$ cat src/rtl/switch_bounce_emulator_if.sv
// Button-to-debouncer link: press request in, emulated switch level and busy out.
// The master end is the emulator. The slave end is the requester or debouncer.
interface switch_bounce_emulator_if;
    logic press;
    logic o;
    logic busy;

    modport master (input press, output o, output busy);
    modport slave  (output press, input o, input busy);
endinterface

$ cat src/rtl/switch_bounce_emulator.sv
// Push-button emulator: a press strobe becomes bounce/hold/bounce. Busy lasts 2*BOUNCE_CYCLES+HOLD_CYCLES cycles.
// No backpressure: a press is accepted only in IDLE and is otherwise dropped, never queued.
// SWITCH_EMU_LFSR_EN selects LFSR chatter; when undefined, the bounce phases toggle deterministically.
module switch_bounce_emulator #(
    parameter int unsigned BOUNCE_CYCLES = 16,
    parameter int unsigned HOLD_CYCLES   = 200,
    parameter int unsigned CNT_WIDTH     = 8,
    parameter logic [7:0]  LFSR_SEED     = 8'hA5
) (
    input  logic                      clk,
    input  logic                      rst,
    switch_bounce_emulator_if.master  btn
);

    typedef enum logic [1:0] {
        IDLE           = 2'd0,
        PRESS_BOUNCE   = 2'd1,
        HOLD           = 2'd2,
        RELEASE_BOUNCE = 2'd3
    } state_t;

    localparam logic [CNT_WIDTH-1:0] BOUNCE_LAST = CNT_WIDTH'(BOUNCE_CYCLES - 1);
    localparam logic [CNT_WIDTH-1:0] HOLD_LAST   = CNT_WIDTH'(HOLD_CYCLES - 1);

    if (BOUNCE_CYCLES < 2 || BOUNCE_CYCLES > 2**CNT_WIDTH ||
        HOLD_CYCLES < 1 || HOLD_CYCLES > 2**CNT_WIDTH || LFSR_SEED == 8'h00) begin : g_bad_params
        $error("switch_bounce_emulator: illegal parameter combination");
    end

    state_t               state_q, state_d;
    logic [CNT_WIDTH-1:0] cnt_q, cnt_d;
    logic                 o_q, o_d;
    logic                 busy_q, busy_d;
    logic                 bounce;

`ifdef SWITCH_EMU_LFSR_EN
    logic [7:0] lfsr_q;

    // Galois LFSR x^8+x^6+x^5+x^4+1. It free-runs in every state.
    always_ff @(posedge clk or posedge rst) begin
        if (rst) begin
            lfsr_q <= LFSR_SEED;
        end else begin
            lfsr_q <= {1'b0, lfsr_q[7:1]} ^ (lfsr_q[0] ? 8'hB8 : 8'h00);
        end
    end

    assign bounce = lfsr_q[0];
`else
    assign bounce = ~o_q;
`endif

    always_ff @(posedge clk or posedge rst) begin
        if (rst) begin
            state_q <= IDLE;
            cnt_q   <= '0;
            o_q     <= 1'b0;
            busy_q  <= 1'b0;
        end else begin
            state_q <= state_d;
            cnt_q   <= cnt_d;
            o_q     <= o_d;
            busy_q  <= busy_d;
        end
    end

    always_comb begin
        state_d = state_q;
        cnt_d   = cnt_q;
        o_d     = o_q;
        busy_d  = busy_q;
        case (state_q)
            IDLE: begin
                if (btn.press) begin
                    state_d = PRESS_BOUNCE;
                    cnt_d   = '0;
                    busy_d  = 1'b1;
                end
            end
            PRESS_BOUNCE: begin
                if (cnt_q == BOUNCE_LAST) begin
                    o_d     = 1'b1;
                    cnt_d   = '0;
                    state_d = HOLD;
                end else begin
                    o_d   = bounce;
                    cnt_d = cnt_q + CNT_WIDTH'(1);
                end
            end
            HOLD: begin
                o_d = 1'b1;
                if (cnt_q == HOLD_LAST) begin
                    cnt_d   = '0;
                    state_d = RELEASE_BOUNCE;
                end else begin
                    cnt_d = cnt_q + CNT_WIDTH'(1);
                end
            end
            RELEASE_BOUNCE: begin
                if (cnt_q == BOUNCE_LAST) begin
                    o_d     = 1'b0;
                    cnt_d   = '0;
                    busy_d  = 1'b0;
                    state_d = IDLE;
                end else begin
                    o_d   = bounce;
                    cnt_d = cnt_q + CNT_WIDTH'(1);
                end
            end
            default: state_d = IDLE;
        endcase
    end

    assign btn.o    = o_q;
    assign btn.busy = busy_q;

endmodule

$ cat src/flat_wrapper.sv
// flat-port wrapper written by rule: the top's interface ports become plain ports
module switch_bounce_emulator_flat 
#(
    parameter int unsigned BOUNCE_CYCLES = 16,
    parameter int unsigned HOLD_CYCLES   = 200,
    parameter int unsigned CNT_WIDTH     = 8,
    parameter logic [7:0]  LFSR_SEED     = 8'hA5
)
  (clk, rst, btn_press, btn_o, btn_busy);
  switch_bounce_emulator_if btn_i ();
  input  logic clk;
  input  logic rst;
  input wire logic [$bits(btn_i.press)-1:0] btn_press;
  output wire logic [$bits(btn_i.o)-1:0] btn_o;
  output wire logic [$bits(btn_i.busy)-1:0] btn_busy;
  assign btn_i.press = btn_press;
  assign btn_o = btn_i.o;
  assign btn_busy = btn_i.busy;
  switch_bounce_emulator #(.BOUNCE_CYCLES(BOUNCE_CYCLES), .HOLD_CYCLES(HOLD_CYCLES), .CNT_WIDTH(CNT_WIDTH), .LFSR_SEED(LFSR_SEED)) u_core (.clk(clk), .rst(rst), .btn(btn_i));
endmodule
$ cat config.mk
export PLATFORM = sky130hd
export DESIGN_NAME = switch_bounce_emulator_flat
export DESIGN_NICKNAME = d
export VERILOG_FILES = /design/src/rtl/switch_bounce_emulator_if.sv /design/src/rtl/switch_bounce_emulator.sv /design/src/flat_wrapper.sv
export SDC_FILE = /design/constraint.sdc
export NUM_CORES = 1
export LEC_CHECK = 0
export BUFFER_PORTS_ARGS = -buffer_cell sky130_fd_sc_hd__clkbuf_2
export CORE_MARGIN = 2
export CORE_UTILIZATION = 54
export DETAILED_ROUTE_END_ITERATION = 12
export GPL_TIMING_DRIVEN = 1
export PLACE_DENSITY = 0.72
export SLEW_MARGIN = 30
export SYNTH_ARGS = -nofsm -noshare
export SYNTH_HDL_FRONTEND = slang
export SYNTH_SLANG_ARGS = --single-unit
$ cat constraint.sdc
create_clock -name clk -period 4.8 [get_ports clk]
set_clock_uncertainty 0.15 [all_clocks]
set_input_delay 1.2 -clock clk [delete_from_list [all_inputs] [get_ports clk]]
set_output_delay 1.2 -clock clk [all_outputs]
set_load 0.05 [all_outputs]
==> out/qor.txt, run 1 <==
Port-buffer cells: 4
Yosys warnings: 0
Antenna-violating nets left: 0
Fin crit share: 49.0%
Starting DRT DRC Count: 7
Synth Area per Inst: 9.04 um^2
Startpoint class of the critical path: input pin
Crit-path max FO: 10
Primary FF master, synth: dfrtp_1
Area growth, synth to finish: 9.39%
R2R depth: 5
Clock Root Buffer: clkbuf_4
Most common cell after layout, fill and taps aside: dfrtp_1
Die Y: 41.5 um
Final net count: 101
Initial Util: 58.4%
#FFs+latches synth: 12
H-tree levels: 1
Most frequent cells in the layout: 12 x dfrtp_1, 10 x nand2_1, 9 x o21ai_0
Tmin final: 2350 ps
Synth top area cells: dfrtp_1 40%, ha_1 9.9%, o21ai_0 5.9%
Worst Setup End Kind: flip-flop
Largest net degree at the start of global routing: 13
R2R setup slack: 2520 ps
Drt pass-1 iters: 4
Vias in the first global route: 568
Worst EP required: 4810 ps
Worst min path class: reg2reg
Fin Setup TNS: 0 ps
Critical path class: in2reg
Async SR Flop Fraction: 100%
VDD IR max: 128 uV
Final hold viol count: 0
Post-DP HPWL: 1010 um
Count of cell types in the netlist: 29
Cts repair resizes: 0
Num ports: 5
CTS clk-pin slew, worst paths: 80 ps
RSZ-0062 raised after global routing: no
CTS Buf Count: 3
CP arrival: 2360 ps
Combinational Power Share: 1.5%
Global-route usage over all layers: 19.7%
Share of layout cells above drive strength 1: 12.1%
Routability Congestion: 0.880
Syn_nets: 93
# Post-CTS Setup Buffers: 0
Setup-failing EPs final: 0
Vias per cell: 5.73
Grt ovf: 0
Diodes inserted: 0
Critical Path Sink: u_core.state_q[1]
DRC Markers: 0
Worst flop-to-flop path startpoint: u_core.state_q[1]
Drt wl/cell: 13.3 um
Core box area: 1300 um^2
MaxCap Viol Count: 0
R2R Path End: u_core.state_q[1]
Initial antenna violation count: 0
Die area: 1720 um^2
Synth top area share: 39.5%
Setup crit start: btn_press
Horiz. Die Dim: 41.5 um
Leakage: 0.394 nW
Pins Over Slew Limit: 0
Max Root-Sink Buffers: 2
Clock Power Share: 44.1%
Min Hold Slack: 383 ps
Worst-Margin Slew: 692 ps
Clk sinks: 12
Seq/Total Area, Yosys: 39.5%
Vias: 607
Internal Power: 148 uW
Finished Layout Cells: 106
Flop pwr share: 54.4%
CTS Hold Buffers Added: 0
Post-synth EDFFs: 0
Drt total wl: 1410 um
First-pass GRT wire length: 2610 um
NetSw: 38.0 uW
TritonCTS clock tree: built
Rows: 13
Power per cell area: 224 nW/um^2
Post-Syn Area: 759 um^2
Status: complete, no violations
Later-pin clock latency in the skew report: 280 ps
Fmax: 0.425 GHz
Cells after Synth: 84
Rel. slew slack: 53.8%
Placed cell count: 102
Cell taking the most area after synthesis: dfrtp_1
Sw Ratio: 20.5%
cells by family (layout without fill, tap and decap cells):
| logic type | count (synthesis) | count (layout) | synth area share, % |
|---|---|---|---|
| xor gates and xnor gates | 1 | 1 | 1.15 |
| AOI/OAI and AO/OA | 22 | 22 | 18.8 |
| buffers and inverters | 6 | 13 | 2.97 |
| DFF | 12 | 12 | 39.5 |
| adders and majority gates | 6 | 6 | 9.88 |
| and+or+nand+nor | 34 | 34 | 23.1 |
| muxes | 3 | 3 | 4.61 |
area by class of cell:
cell class                 count  area [um^2]
fill                         106          470
multi-input combinational     66          437
sequential                    12          300
clock buffer                   4         36.3
timing repair buffer           4         20.0
inverter                       5         18.8
tap                           15         18.8
power by group through the flow:
stage	clock (mW)	combinational, mW	sequential, mW
after floorplan	0	0.00155	0.103
after global placement	0	0.00295	0.103
after detailed placement	0	0.00303	0.103
after CTS	0.0854	0.00305	0.101
after global routing	0.0897	0.00349	0.101
final	0.0819	0.00280	0.101
cell usage after synthesis, drive strengths merged (2+ instances only):
| master | number |
|---|---|
| nand2 | 10 |
| nand2b | 2 |
| dfrtp | 12 |
| mux2i | 2 |
| ha | 6 |
| nor3 | 2 |
| nor2 | 7 |
| and3 | 2 |
| a31oi | 2 |
| inv | 5 |
| o211ai | 2 |
| o21ai | 11 |
| nand3 | 6 |
critical path, cell delays in order:
cell	delay [ps]
clkbuf_2	90
nor2b_1	540
a211o_1	230
mux2_4	300
layer usage:
layer  vias up  GRT usage (%)  part of all wire [%]
li1        317              -                     -
met1       271           31.1                    56
met2        15           24.1                    39
met3         4           5.22                   3.4
met4         0           9.68                   1.3
met5         -              0                     0
flip-flops by register name, indices dropped and copies added (netlist names):
| register | flops |
|---|---|
| u_core.cnt_q | 8 |
| u_core.state_q | 2 |
| u_core.btn.busy | 1 |
| u_core.btn.o | 1 |
how the worst min path moves through the flow:
| stage | from | to | slack, ps | depth (start not counted) |
|---|---|---|---|---|
| after floorplan | u_core.cnt_q[1] | u_core.cnt_q[1] | 340 | 2 |
| after global placement | u_core.cnt_q[1] | u_core.cnt_q[1] | 360 | 2 |
| after detailed placement | u_core.cnt_q[1] | u_core.cnt_q[1] | 370 | 2 |
| after CTS | u_core.cnt_q[1] | u_core.cnt_q[1] | 390 | 2 |
| after global routing | u_core.cnt_q[1] | u_core.cnt_q[1] | 420 | 2 |
| final | u_core.cnt_q[1] | u_core.cnt_q[1] | 380 | 2 |
metrics by stage:
step | utilization [%] | power (mW) | worst slack [ps] | instance area [um^2]
2_1_floorplan | - | 0.105 | 2510 | 759
3_3_place_gp | 61.1 | 0.106 | 2200 | 795
3_5_place_dp | 61.1 | 0.106 | 2190 | 795
4_1_cts | 63.8 | 0.189 | 2480 | 831
5_1_grt | 63.8 | 0.194 | 2380 | 831
6_report | 63.8 | 0.186 | 2450 | 831
(Power assumes the default switching activity.)
==> inputs of run 2 (changes only) <==
Settings changed: ABC_AREA set to 1.
Clock period 4.8 ns to 2.25 ns, I/O delays scaled along.
==> run 2 against run 1 <==
- register-to-register slack worse by 2100 ps
- die area rose by 7.3%
- synthesized cell count grew 26%
- combinational power grew to 190 times the previous value
- largest power group is now combinational logic
- highest routed layer unchanged
==> out/qor.txt, run 2 <==
Grt ovf: 0 (unchanged)
CTS clk-pin slew, worst paths: 90 ps (about the same)
Cells after Synth: 106 (+26%)
Area growth, synth to finish: 8.69%
Status: complete, no violations
Die Y: 43.0 um (+3.6%)
Async SR Flop Fraction: 100% (unchanged)
Multi-input gate area: 474 um^2 (+8.6%)
TritonCTS clock tree: built
First-pass GRT wire length: 2680 um (+2.9%)
Drt total wl: 1550 um (+10%)
Setup-failing EPs final: 0 (unchanged)
Pins Over Slew Limit: 0 (unchanged)
Rel. slew slack: 70.1% (+16 points)
Fillers: 139 (+31%)
Num ports: 5 (unchanged)
Post-synth EDFFs: 0 (unchanged)
H-tree levels: 1 (unchanged)
Diodes inserted: 0 (unchanged)
Starting DRT DRC Count: 28 (+21)
Largest register by flop count: u_core.cnt_q
Most common cell after layout, fill and taps aside: nand2_1
Final net count: 123 (+22%)
Seq/Total Area, Yosys: 36.6% (-3.0 points)
Routability Congestion: 0.792 (-10%)
Tmin final: 1830 ps
CTS Hold Buffers Added: 0 (unchanged)
Yosys warnings: 0 (unchanged)
Cell taking the most area after synthesis: dfrtp_1
Horiz. Die Dim: 43.0 um (+3.6%)
Most frequent cell after synthesis: nand2_1
Placed cell count: 125 (+23%)
CP Cell Sequence: inv_1 -> ha_1 -> inv_1 -> nor2_2 -> nor2_2 -> nand3_1 -> nand2_1
Critical path class: reg2reg
Fin Setup TNS: 0 ps (unchanged)
Core box area: 1470 um^2 (+13%)
Vias: 682 (+12%)
Largest net degree at the start of global routing: 13 (unchanged)
Post-Syn Area: 821 um^2 (+8.1%)
Count of cell types in the netlist: 22 (-24%)
Fin crit share: 81.2%
Clock Root Buffer: clkbuf_4
RSZ-0062 raised after global routing: no
Worst-Margin Slew: 449 ps (-243 ps)
Finished Layout Cells: 129 (+22%)
# Post-CTS Setup Buffers: 0 (unchanged)
DRC Markers: 0 (unchanged)
Most frequent cells in the layout: 33 x nand2_1, 12 x dfrtp_1, 10 x inv_1, 10 x nand3_1
Global-route usage over all layers: 19.6% (-0.13 points)
Vias per cell: 5.29 (-7.7%)
Share of layout cells above drive strength 1: 20.4% (+8.3 points)
Synth Area per Inst: 7.74 um^2 (-14%)
Port-buffer cells: 4 (unchanged)
Top post-synthesis cells by count: 33 x nand2_1, 12 x dfrtp_1, 10 x inv_1, 10 x nand3_1
Power per cell area: 1160 nW/um^2 (+420%)
Post-DP HPWL: 1180 um (+17%)
CTS Buf Count: 3 (unchanged)
Top flop regs: u_core.cnt_q x8, u_core.state_q x2
#FFs+latches synth: 12 (unchanged)
Startpoint class of the critical path: flip-flop
Antenna-violating nets left: 0 (unchanged)
CP peak stage delay: 430 ps (-110 ps)
Min Hold Slack: 90.9 ps (-292 ps)
CP arrival: 1860 ps (-500 ps)
Rows: 14 (+1)
Primary FF master, synth: dfrtp_1
Syn_nets: 115 (+24%)
Crit-path max FO: 11 (+1)
Worst EP required: 2280 ps (-2530 ps)
Total power: 1.03 mW (+460%)
Die area: 1850 um^2 (+7.3%)
Worst Setup End Kind: flip-flop
Max Root-Sink Buffers: 2 (unchanged)
Final hold viol count: 0 (unchanged)
Slowest CP cell: dfrtp_1
Synth top area share: 36.6% (-3.0 points)
Drt wl/cell: 12.0 um (-9.4%)
VDD IR max: 690 uV (+440%)
Vias in the first global route: 629 (+11%)
Synth top area cells: dfrtp_1 37%, nand2_1 15%, ha_1 9.1%
MaxCap Viol Count: 0 (unchanged)
Initial Util: 55.8% (-2.6 points)
Leakage: 0.464 nW (+18%)
Max reg flops: 8 (unchanged)
Fmax: 0.547 GHz
Drt pass-1 iters: 4 (unchanged)
Cts repair resizes: 0 (unchanged)
Worst min path class: in2async
Later-pin clock latency in the skew report: 290 ps (about the same)
Reg area: 300 um^2 (unchanged)
Final core occ: 60.6% (-3.2 points)
Initial antenna violation count: 0 (unchanged)
Clk sinks: 12 (unchanged)
==> run 2: final cells by class <==
type / instances / area share, %
clock buffers: 4 / 4.07
inverters: 11 / 4.63
multi-input cells: 82 / 53.2
flip-flops and latches: 12 / 33.7
well taps: 16 / 2.24
repair buffers: 4 / 2.24
==> run 2: cells by family (layout without fill, tap and decap cells) <==
| logic type | after synthesis | count (layout) | share of synthesized area [%] |
|---|---|---|---|
| AND/OR/NAND/NOR | 65 | 65 | 38.9 |
| flip-flops | 12 | 12 | 36.6 |
| buffers and inverters | 12 | 19 | 5.64 |
| AO/OA/AOI/OAI | 7 | 7 | 5.49 |
| adder cells (fa/ha/maj) | 6 | 6 | 9.15 |
| XOR/XNOR | 4 | 4 | 4.27 |
==> run 2: path summary, 6_finish.rpt <==
kind,slack (ps),start,depth (start not counted),to
worst max-delay path,420,u_core.state_q[1],7,u_core.state_q[0]
worst min-delay path,90,rst,2,u_core.state_q[0]
worst max register to register,420,u_core.state_q[1],7,u_core.state_q[0]
worst min register to register,340,u_core.btn.busy,2,u_core.btn.busy
max in group asynchronous,1550,rst,2,u_core.cnt_q[5]
min in group clk,340,u_core.btn.busy,2,u_core.btn.busy
==> run 2: metrics by stage <==
stage	cell area (um^2)	setup WS [ps]
6_report	892	422
5_1_grt	892	230
4_1_cts	892	440
3_5_place_dp	856	459
3_3_place_gp	856	502
2_1_floorplan	821	801
==> run 2: report_power, final <==
group	switching, mW	internal [mW]	leakage (nW)
registers	0.0479	0.275	0.158
clock network	0.0860	0.0986	0.0210
logic	0.355	0.171	0.285
total	0.489	0.544	0.464
==> run 2: worst max-delay path, delay by kind of cell (launching register included) <==
kind                     cells  cell delay (ps)
AND/OR/NAND/NOR              4              640
adder cells (fa/ha/maj)      1              200
flip-flops                   1              430
buffers and inverters        2              300
==> run 2: layer usage <==
metal  track usage, %  wire (um)  vias to the layer above
met5                0          0                        -
met4             9.09         37                        0
met3             3.83         46                        5
met2             29.7        729                        9
met1             26.8        740                      320
li1                 -          -                      348
